[config.mk]
export PLATFORM = sky130hd
export DESIGN_NAME = sprite_draw_ctrl_flat
export DESIGN_NICKNAME = d
export VERILOG_FILES = /design/src/rtl/sprite_draw_ctrl_if.sv /design/src/rtl/sprite_draw_ctrl.sv /design/src/flat_wrapper.sv
export SDC_FILE = /design/constraint.sdc
export NUM_CORES = 1
export LEC_CHECK = 0
export CORE_AREA = 2 2 63 89
export DETAILED_ROUTE_END_ITERATION = 16
export DIE_AREA = 0 0 65 91
export PLACE_DENSITY = 0.79
export SLEW_MARGIN = 20
export SYNTH_ARGS = -nofsm -noshare
export SYNTH_HDL_FRONTEND = slang
export SYNTH_SLANG_ARGS = --single-unit
export TNS_END_PERCENT = 100
[constraint.sdc]
create_clock -name clk -period 5.2 [get_ports clk]
set_input_delay 1.3 -clock clk [delete_from_list [all_inputs] [get_ports clk]]
set_output_delay 1.3 -clock clk [all_outputs]
set_load 0.05 [all_outputs]
[src/rtl/sprite_draw_ctrl_if.sv]
// -----------------------------------------------------------------------------
// sprite_draw_ctrl_if
// Bundles the player-sprite controller's request inputs and datapath/VGA
// outputs so the controller and its driver connect through one port.
//
// Signal contract: there is no valid/ready handshake on this bundle.
// frame_tick is a one-cycle pulse that is accepted only while the controller
// is idle (busy=0) and is dropped otherwise. move_left/move_right/fire_btn
// are sticky requests: any cycle at 1 latches a pending flag that lives until
// the next accepted tick. dp_enable/plot are qualified by busy and are only
// ever high inside a 25-cycle erase or draw pass.
//
//   frame_tick  ctrl <- src  one-cycle pulse per video frame
//   move_left   ctrl <- src  move request, left
//   move_right  ctrl <- src  move request, right
//   fire_btn    ctrl <- src  fire request
//   x_pos       ctrl -> dp   sprite origin x (8b)
//   y_pos       ctrl -> dp   sprite origin y (8b)
//   op          ctrl -> dp   00 draw, 01 erase, 10 fire
//   dp_enable   ctrl -> dp   datapath pixel counter enable
//   plot        ctrl -> vga  pixel write strobe
//   busy        ctrl -> src  erase/draw pass in progress
//   fire_active ctrl -> src  fire shape currently displayed
//   dbg_state   ctrl -> dbg  encoded FSM state
// -----------------------------------------------------------------------------
interface sprite_draw_ctrl_if;
   logic       frame_tick;
   logic       move_left;
   logic       move_right;
   logic       fire_btn;
   logic [7:0] x_pos;
   logic [7:0] y_pos;
   logic [1:0] op;
   logic       dp_enable;
   logic       plot;
   logic       busy;
   logic       fire_active;
   logic [2:0] dbg_state;

   // Controller side
   modport slave (
      input  frame_tick, move_left, move_right, fire_btn,
      output x_pos, y_pos, op, dp_enable, plot, busy, fire_active, dbg_state
   );

   // Request source / observer side
   modport master (
      output frame_tick, move_left, move_right, fire_btn,
      input  x_pos, y_pos, op, dp_enable, plot, busy, fire_active, dbg_state
   );
endinterface

[src/rtl/sprite_draw_ctrl.sv]
// -----------------------------------------------------------------------------
// sprite_draw_ctrl
// Sequencing controller for the 5x5 player-sprite pixel datapath. Owns the
// sprite x position and fire state. On an accepted frame tick that changes
// what is on screen it runs a 25-cycle erase pass at the old position, a
// one-cycle update, then a 25-cycle draw pass at the new position.
//
// Ports:
//   clk      system clock
//   reset_n  asynchronous active-low reset (also resets the datapath counters)
//   bus      sprite_draw_ctrl_if.slave (requests in, datapath/VGA controls out)
//
// Optional feature: define SPRITE_DRAW_CTRL_FIRE_COOLDOWN_EN to add a
// cooldown counter that blocks a new fire for COOLDOWN_FRAMES accepted ticks
// after a fire ends.
// -----------------------------------------------------------------------------
module sprite_draw_ctrl #(
   parameter logic [7:0] X_INIT      = 8'd78,
   parameter logic [7:0] Y_INIT      = 8'd110,
   parameter logic [7:0] X_MIN       = 8'd0,
   parameter logic [7:0] X_MAX       = 8'd155,
   parameter logic [7:0] STEP        = 8'd1,
   parameter int         FIRE_FRAMES = 4
`ifdef SPRITE_DRAW_CTRL_FIRE_COOLDOWN_EN
   ,
   parameter int         COOLDOWN_FRAMES = 8
`endif
) (
   input logic               clk,
   input logic               reset_n,
   sprite_draw_ctrl_if.slave bus
);

   localparam int FC_W = $clog2(FIRE_FRAMES + 1);
   localparam logic [4:0] PASS_LAST = 5'd24;

   localparam logic [1:0] OP_DRAW  = 2'b00;
   localparam logic [1:0] OP_ERASE = 2'b01;
   localparam logic [1:0] OP_FIRE  = 2'b10;

   typedef enum logic [2:0] {
      S_RESET     = 3'd0,
      S_INIT_DRAW = 3'd1,
      S_IDLE      = 3'd2,
      S_ERASE     = 3'd3,
      S_UPDATE    = 3'd4,
      S_DRAW      = 3'd5
   } state_t;

   state_t          r_state;
   logic [4:0]      r_pix_cnt;
   logic [7:0]      r_x;
   logic [7:0]      r_nx;
   logic [FC_W-1:0] r_fire_cnt;
   logic [FC_W-1:0] r_nfc;
   logic            r_pend_l;
   logic            r_pend_r;
   logic            r_pend_f;
   logic [1:0]      r_op;
   logic            r_dp_enable;
   logic            r_plot;
   logic            r_busy;
   logic            r_fire_active;

`ifdef SPRITE_DRAW_CTRL_FIRE_COOLDOWN_EN
   localparam int CD_W = $clog2(COOLDOWN_FRAMES + 1);
   logic [CD_W-1:0] r_cooldown;
`endif

   logic [8:0]      w_sum;
   logic [7:0]      w_nx;
   logic [FC_W-1:0] w_nfc;
   logic            w_fire_start;
   logic            w_redraw;

   // Tick evaluation: next position, next fire count and whether the screen
   // content changes. Arithmetic is 9 bits wide so a left step below X_MIN
   // clamps instead of wrapping.
   always_comb begin
      w_sum = {1'b0, r_x};
      w_nx  = r_x;
      if (r_pend_l && !r_pend_r) begin
         if ({1'b0, r_x} >= ({1'b0, X_MIN} + {1'b0, STEP})) begin
            w_sum = {1'b0, r_x} - {1'b0, STEP};
            w_nx  = w_sum[7:0];
         end else begin
            w_nx = X_MIN;
         end
      end else if (r_pend_r && !r_pend_l) begin
         w_sum = {1'b0, r_x} + {1'b0, STEP};
         if (w_sum > {1'b0, X_MAX}) begin
            w_nx = X_MAX;
         end else begin
            w_nx = w_sum[7:0];
         end
      end

      w_fire_start = r_pend_f && (r_fire_cnt == '0);
`ifdef SPRITE_DRAW_CTRL_FIRE_COOLDOWN_EN
      w_fire_start = w_fire_start && (r_cooldown == '0);
`endif

      if (w_fire_start) begin
         w_nfc = FC_W'(FIRE_FRAMES);
      end else if (r_fire_cnt != '0) begin
         w_nfc = r_fire_cnt - FC_W'(1);
      end else begin
         w_nfc = '0;
      end

      // fire_cnt==1 forces a redraw so the red tip is removed.
      w_redraw = (w_nx != r_x) || w_fire_start || (r_fire_cnt == FC_W'(1));
   end

   // Single FSM block. Outputs are registered and assigned together with the
   // state they belong to, so they change on the same edge as the state.
   always_ff @(posedge clk or negedge reset_n) begin
      if (!reset_n) begin
         r_state       <= S_RESET;
         r_pix_cnt     <= '0;
         r_x           <= X_INIT;
         r_nx          <= X_INIT;
         r_fire_cnt    <= '0;
         r_nfc         <= '0;
         r_pend_l      <= 1'b0;
         r_pend_r      <= 1'b0;
         r_pend_f      <= 1'b0;
         r_op          <= OP_DRAW;
         r_dp_enable   <= 1'b0;
         r_plot        <= 1'b0;
         r_busy        <= 1'b0;
         r_fire_active <= 1'b0;
`ifdef SPRITE_DRAW_CTRL_FIRE_COOLDOWN_EN
         r_cooldown    <= '0;
`endif
      end else begin
         case (r_state)
            S_RESET: begin
               r_state     <= S_INIT_DRAW;
               r_op        <= (r_fire_cnt != '0) ? OP_FIRE : OP_DRAW;
               r_dp_enable <= 1'b1;
               r_plot      <= 1'b1;
               r_busy      <= 1'b1;
            end

            S_INIT_DRAW, S_DRAW: begin
               if (r_pix_cnt == PASS_LAST) begin
                  r_pix_cnt   <= '0;
                  r_state     <= S_IDLE;
                  r_op        <= OP_DRAW;
                  r_dp_enable <= 1'b0;
                  r_plot      <= 1'b0;
                  r_busy      <= 1'b0;
               end else begin
                  r_pix_cnt <= r_pix_cnt + 5'd1;
               end
            end

            S_IDLE: begin
               if (bus.frame_tick) begin
`ifdef SPRITE_DRAW_CTRL_FIRE_COOLDOWN_EN
                  if (r_cooldown != '0) begin
                     r_cooldown <= r_cooldown - CD_W'(1);
                  end
`endif
                  if (w_redraw) begin
                     // Hold the evaluated result until the erase pass at
                     // the old position is finished.
                     r_nx        <= w_nx;
                     r_nfc       <= w_nfc;
                     r_state     <= S_ERASE;
                     r_op        <= OP_ERASE;
                     r_dp_enable <= 1'b1;
                     r_plot      <= 1'b1;
                     r_busy      <= 1'b1;
                  end else begin
                     r_fire_cnt    <= w_nfc;
                     r_fire_active <= (w_nfc != '0);
                     r_pend_l      <= 1'b0;
                     r_pend_r      <= 1'b0;
                     r_pend_f      <= 1'b0;
                  end
               end
            end

            S_ERASE: begin
               if (r_pix_cnt == PASS_LAST) begin
                  r_pix_cnt   <= '0;
                  r_state     <= S_UPDATE;
                  r_op        <= OP_DRAW;
                  r_dp_enable <= 1'b0;
                  r_plot      <= 1'b0;
               end else begin
                  r_pix_cnt <= r_pix_cnt + 5'd1;
               end
            end

            S_UPDATE: begin
               r_x           <= r_nx;
               r_fire_cnt    <= r_nfc;
               r_fire_active <= (r_nfc != '0);
               r_pend_l      <= 1'b0;
               r_pend_r      <= 1'b0;
               r_pend_f      <= 1'b0;
`ifdef SPRITE_DRAW_CTRL_FIRE_COOLDOWN_EN
               if ((r_fire_cnt == FC_W'(1)) && (r_nfc == '0)) begin
                  r_cooldown <= CD_W'(COOLDOWN_FRAMES);
               end
`endif
               r_state     <= S_DRAW;
               r_op        <= (r_nfc != '0) ? OP_FIRE : OP_DRAW;
               r_dp_enable <= 1'b1;
               r_plot      <= 1'b1;
            end

            default: begin
               r_state <= S_RESET;
            end
         endcase

         // Requests are latched in every state; placed last so a request in
         // the same cycle as a clear is not lost.
         if (bus.move_left) begin
            r_pend_l <= 1'b1;
         end
         if (bus.move_right) begin
            r_pend_r <= 1'b1;
         end
         if (bus.fire_btn) begin
            r_pend_f <= 1'b1;
         end
      end
   end

   assign bus.x_pos       = r_x;
   assign bus.y_pos       = Y_INIT;
   assign bus.op          = r_op;
   assign bus.dp_enable   = r_dp_enable;
   assign bus.plot        = r_plot;
   assign bus.busy        = r_busy;
   assign bus.fire_active = r_fire_active;
   assign bus.dbg_state   = r_state;

endmodule

[src/flat_wrapper.sv]
// flat-port wrapper written by rule: the top's interface ports become plain ports
module sprite_draw_ctrl_flat 
#(
   parameter logic [7:0] X_INIT      = 8'd78,
   parameter logic [7:0] Y_INIT      = 8'd110,
   parameter logic [7:0] X_MIN       = 8'd0,
   parameter logic [7:0] X_MAX       = 8'd155,
   parameter logic [7:0] STEP        = 8'd1,
   parameter int         FIRE_FRAMES = 4

)
  (clk, reset_n, bus_frame_tick, bus_move_left, bus_move_right, bus_fire_btn, bus_x_pos, bus_y_pos, bus_op, bus_dp_enable, bus_plot, bus_busy, bus_fire_active, bus_dbg_state);
  sprite_draw_ctrl_if bus_i ();
  input logic clk;
  input logic reset_n;
  input wire logic [$bits(bus_i.frame_tick)-1:0] bus_frame_tick;
  input wire logic [$bits(bus_i.move_left)-1:0] bus_move_left;
  input wire logic [$bits(bus_i.move_right)-1:0] bus_move_right;
  input wire logic [$bits(bus_i.fire_btn)-1:0] bus_fire_btn;
  output wire logic [$bits(bus_i.x_pos)-1:0] bus_x_pos;
  output wire logic [$bits(bus_i.y_pos)-1:0] bus_y_pos;
  output wire logic [$bits(bus_i.op)-1:0] bus_op;
  output wire logic [$bits(bus_i.dp_enable)-1:0] bus_dp_enable;
  output wire logic [$bits(bus_i.plot)-1:0] bus_plot;
  output wire logic [$bits(bus_i.busy)-1:0] bus_busy;
  output wire logic [$bits(bus_i.fire_active)-1:0] bus_fire_active;
  output wire logic [$bits(bus_i.dbg_state)-1:0] bus_dbg_state;
  assign bus_i.frame_tick = bus_frame_tick;
  assign bus_i.move_left = bus_move_left;
  assign bus_i.move_right = bus_move_right;
  assign bus_i.fire_btn = bus_fire_btn;
  assign bus_x_pos = bus_i.x_pos;
  assign bus_y_pos = bus_i.y_pos;
  assign bus_op = bus_i.op;
  assign bus_dp_enable = bus_i.dp_enable;
  assign bus_plot = bus_i.plot;
  assign bus_busy = bus_i.busy;
  assign bus_fire_active = bus_i.fire_active;
  assign bus_dbg_state = bus_i.dbg_state;
  sprite_draw_ctrl #(.X_INIT(X_INIT), .Y_INIT(Y_INIT), .X_MIN(X_MIN), .X_MAX(X_MAX), .STEP(STEP), .FIRE_FRAMES(FIRE_FRAMES)) u_core (.clk(clk), .reset_n(reset_n), .bus(bus_i));
endmodule
* Word-level counts from Yosys, hierarchy flattened
Index checks and enable logic that the tools add are counted.
** Word-level totals
- Logic and storage cells :: 105
- Register bits :: 38
- Input port bits :: 6
- Output and inout bits :: 25
** Operators by class
- Add/sub/neg operators :: 4
- Muxes and demuxes :: 35
- $lt $le $gt $ge :: 2
- Reductions and logical operators :: 31
- Equal/unequal tests :: 20
** Operator list (number)
- $mux 8 :: 4
- $mux 3 :: 8
- $reduce_bool 3->1 :: 8
- $ne 3x3->1 const B :: 6
- $reduce_and 4->1 :: 4
- $pmux 3 s5 :: 1
- $reduce_and 3->1 :: 5
- $mux 1 :: 10
- $mux 2 :: 5
- $add 8x1->9 const B :: 1
- $gt 9x8->1 const B :: 1
- $ge 8x1->1 const B :: 1
- $ne 2x1->1 const B :: 4
- $ne 8x8->1 :: 1
- $pmux 2 s4 :: 1
- $sub 8x1->8 const B :: 1
- $eq 3x1->1 const B :: 2
- $eq 3x2->1 const B :: 2
- $eq 3x3->1 const B :: 2
- $logic_not 3->1 :: 2
- $pmux 1 s3 :: 2
- $pmux 3 s2 :: 1
- $add 5x1->5 const B :: 1
- $eq 5x5->1 const B :: 1
- 11 further kinds :: 18

* Longest topological paths before layout
- Depth after elaboration :: 12
- Depth in mapped cells :: 13
- Depth with buffers taken out :: 10

* Least setup slack after synthesis
No wires, ideal clock.
- Path kind :: register to register
- Start :: reg u_core.r_x[1] (netlist: u_core.bus.x_pos[1])
- End :: reg u_core.r_fire_active (netlist: u_core.bus.fire_active)
- Library setup time :: 0.125 ns
- Path buffers :: 1
- Cell stages (with the launch flop) :: 12
- Period minus slack after synthesis :: 3.821 ns
- Arrival time :: 3.696 ns
- Setup slack :: 1.379 ns
- Required time :: 5.075 ns
- Cell sequence :: dfstp_2 -> buf_6 -> inv_1 -> ha_1 -> or3b_1 -> nor2b_1 -> o32a_1 -> and3_1 -> mux2_2 -> or2_4 -> o41ai_4 -> mux2_2
** On the way
- Cells in the longest elaborated chain, start to end :: 10
- Elaborated cells between the ends (all ways) :: 13
- Classes of those cells :: add/sub (2); order compare (2); eq/ne (2); mux (4); reduce/logical (3)
** Ends and longest elaborated chain
- start: declaration :: RTL line sprite_draw_ctrl.sv:52 : logic [7:0] r_x;
- start signal: assignment :: RTL line sprite_draw_ctrl.sv:199 : r_x <= r_nx;
- $add 8x1->9 :: RTL line sprite_draw_ctrl.sv:90 : w_sum = {1'b0, r_x} + {1'b0, STEP};
- $gt 9x8->1 :: RTL line sprite_draw_ctrl.sv:91 : if (w_sum > {1'b0, X_MAX}) begin
- $mux 8 :: RTL line sprite_draw_ctrl.sv:91
- $mux 8 :: RTL line sprite_draw_ctrl.sv:89 : end else if (r_pend_r && !r_pend_l) begin
- $mux 8 :: RTL line sprite_draw_ctrl.sv:82 : if (r_pend_l && !r_pend_r) begin
- $ne 8x8->1 * :: RTL line sprite_draw_ctrl.sv:112 : w_redraw = (w_nx != r_x) || w_fire_start || (r_fire_cnt == FC_W'(1));
- $logic_or 1x1->1 * (2 in series) :: RTL line sprite_draw_ctrl.sv:112
- $ne 2x2->1 (no line) *
- $reduce_and 3->1 (no line) *
- end signal: assignment :: RTL line sprite_draw_ctrl.sv:178 : r_fire_active <= (w_nfc != '0);
- end signal: assignment :: RTL line sprite_draw_ctrl.sv:201 : r_fire_active <= (r_nfc != '0);
- end: declaration :: RTL line sprite_draw_ctrl.sv:63 : logic r_fire_active;
Mark *: on every way between the ends. The rest lies on a longest branch, timed or not.
A chain may end at the register's enable or synchronous reset.

* Worst setup path after layout
Same ends and word-level chain as after synthesis.

==> metrics <==
global route overflow 0; Core ar. 5080 µm²; routed vias 2380; largest net degree at the start of global routing 39; Num CTS Buffers 5; share of cells above drive strength 1 0.144; r2r startpoint u_core.bus.x_pos[1]; required time of the critical path 5370 ps; clock-pin slew on the worst setup and hold paths 80 ps; ANT cells 0; post-synthesis sequential area ratio 0.355; CTS max path bufs 2; gr usage total 0.233; Final Setup Violations 0; CP max FO 13; CTS root buf clkbuf_8; Inst Count DP 377; actual slew at the worst max-slew pin 870 ps; hold buffers post-CTS 0; synthesis warning total 0; initial antenna violation count 0; TNS Setup 0 ps; fillcell total 462; Synth Cell Area 2710 µm²; Synth Flop Type dfrtp_1; Skew-Pair Late Insertion Delay 290 ps; Worst setup SP type flop; period utilization 0.763; die extent in x 65 µm; CP bufs+invs 1; first-pass GRT wire length 10800 µm; vias in the first global route 2267; DIE AREA 5920 µm²; Fin Clk Skew 11.3 ps; fin util 0.583; sequential cell area 961 µm²; Worst path slowest cell dfstp_2; Worst Hold Path EP u_core.bus.x_pos[1]; max_cap viols 0; Layout Nets 331; top cells by area, synth dfrtp_1, mux2_2, dfstp_2, o21ai_0, nand2_1; DRT iter0 DRCs 206; crit path DAT 4140 ps; synth cell count leaders nand2_1, dfrtp_1, o21ai_0; CTS tree done; Yosys cell types 63; clk sink count 38; detailed placement HPWL 4820 µm; setup bufs post-CTS 0; outcome complete, no violations; Worst slew margin 0.418; Leak 1.26 nW; Initial Util 0.533; FF+latch count, synth 38; hold path depth 2; min-delay worst type flop to flop; total chip power 1.15 mW; FFs w/ async S/R, synth 1.00; CP Class flop to flop; CP delay by family, top simple AND/OR/NAND/NOR gates; Post-CTS Resized 0; IO buf count 22; fin crit period 3970 ps; Worst setup EP type flop; IO Pins 31; worst vdd ir 0.000375 V; Min-Delay Startpoint u_core.r_nx[1]; Final Non-Filler Cells 385; Post-synth EDFFs 0; DR vias/cell 6.18; DRC viols 0; GP Congestion 0.982; row count 31; Max Transition Viols Final 0; Detail Route Antenna Nets 0; worst reg2reg endpoint u_core.bus.fire_active; Mapped Avg Cell Area 8.79 µm²; Yosys top cell by area dfrtp_1; htree depth 2; WL/cell 16.7 µm; fmax 252 MHz; RSZ-0062 raised after global routing no; die height 91 µm; Layout area overhead 9.43%; max incr delay on CP 680 ps; top-count cell post-synth nand2_1; CP Cell Sequence inv_1 > ha_1 > nor4_2 > and3_1 > a21oi_1 > or3_1 > or4_1 > or2_4 > o41ai_4 > mux2_2; TritonRoute pass-1 iters 4; total wire length 6420 µm; area share of the largest cell type after synthesis 0.277; Synth Instances 308; Reg2Reg Depth 10; Hold WS 476 ps; FF-to-FF setup slack 1230 ps; final hold vios 0; Cell Pwr Density 387 nW/µm²; Multi-input gate area 1540 µm²
power by group:
part | internal (mW) | switching [mW]
clock network | 0.0929 | 0.101
logic | 0.208 | 0.281
registers | 0.383 | 0.0821
area by class of cell:
type                       count  area share
sequential                    38       0.324
clock inverter                 2     0.00338
multi-input combinational    232       0.519
clock buffer                   6      0.0245
inverter                      16      0.0203
tap                           66      0.0279
timing repair buffer          25      0.0802
worst reg2reg max path, delay by kind of cell (launching register included):
family          cells  cell delay [ps]
compound gates      2              700
flops               1              680
fa+ha+maj           1              250
simple gates        5             1660
mux                 1              400
buf+inv             1              160
cell usage in the layout (no fill, tap or decap), types with 2 or more instances in the layout:
cell / Yosys / layout
nand2_1: 33 / 33
dfrtp_1: 30 / 30
o21ai_0: 29 / 29
mux2_2: 21 / 21
clkdlybuf4s50_1: 0 / 21
nor2_1: 17 / 17
inv_1: 15 / 15
a21oi_1: 14 / 14
conb_1: 2 / 8
dfstp_2: 8 / 8
and3_1: 7 / 7
nand3_1: 7 / 7
mux2i_1: 7 / 7
ha_1: 7 / 7
nand2b_1: 5 / 5
or3_1: 5 / 5
nor3_1: 5 / 5
nor2b_1: 5 / 5
nand4_1: 5 / 5
clkbuf_8: 0 / 5
o21bai_1: 4 / 4
nand4b_1: 3 / 3
o32ai_1: 3 / 3
or4_1: 3 / 3
o31ai_1: 3 / 3
buf_4: 10 / 3
nor4_1: 2 / 2
and4_1: 2 / 2
and2_1: 2 / 2
o211ai_1: 2 / 2
a22oi_1: 2 / 2
a31oi_1: 2 / 2
o221ai_1: 2 / 2
clkinv_2: 0 / 2
sequential cells by signal, summed over array words and instances (netlist names), 2 cells and up:
signal / cells
u_core.bus.dbg_state: 3
u_core.bus.op: 2
u_core.r_nx: 8
u_core.r_nfc: 3
u_core.r_fire_cnt: 3
u_core.r_pix_cnt: 5
u_core.bus.x_pos: 8
cells by family after synthesis:
| logic type | synth area share |
|---|---|
| adder cells (fa/ha/maj) | 0.0323 |
| AO/OA/AOI/OAI | 0.189 |
| multiplexers | 0.113 |
| other | 0.00277 |
| XOR/XNOR | 0.00647 |
| AND/OR/NAND/NOR | 0.216 |
| flip-flops | 0.355 |
| buffers and inverters | 0.0850 |
metal layers:
layer  vias up  wire length, µm  global-route usage
met5         -                0                   0
met4         0              396               0.151
met3        37              350              0.0372
met2       100             3180               0.384
met1      1126             2490               0.276
li1       1117                -                   -
stage by stage:
step	area, µm²	setup WS [ps]
CTS	2960	1270
finish	2960	1230
global placement	2880	1370
floorplan	2730	1380
detailed placement	2880	1290
global route	2960	985
how the worst max path moves through the flow:
stage,startpoint,end,slack (ps),cells after the start
3_5_place_dp,u_core.bus.x_pos[1],u_core.bus.fire_active,1290,10
3_3_place_gp,u_core.bus.x_pos[1],u_core.bus.fire_active,1370,10
5_1_grt,u_core.bus.x_pos[1],u_core.bus.fire_active,990,10
4_1_cts,u_core.bus.x_pos[1],u_core.bus.fire_active,1270,10
2_1_floorplan,u_core.bus.x_pos[1],u_core.bus.fire_active,1380,11
6_report,u_core.bus.x_pos[1],u_core.bus.fire_active,1230,10
Note: power is estimated with default switching activity, not from simulation.
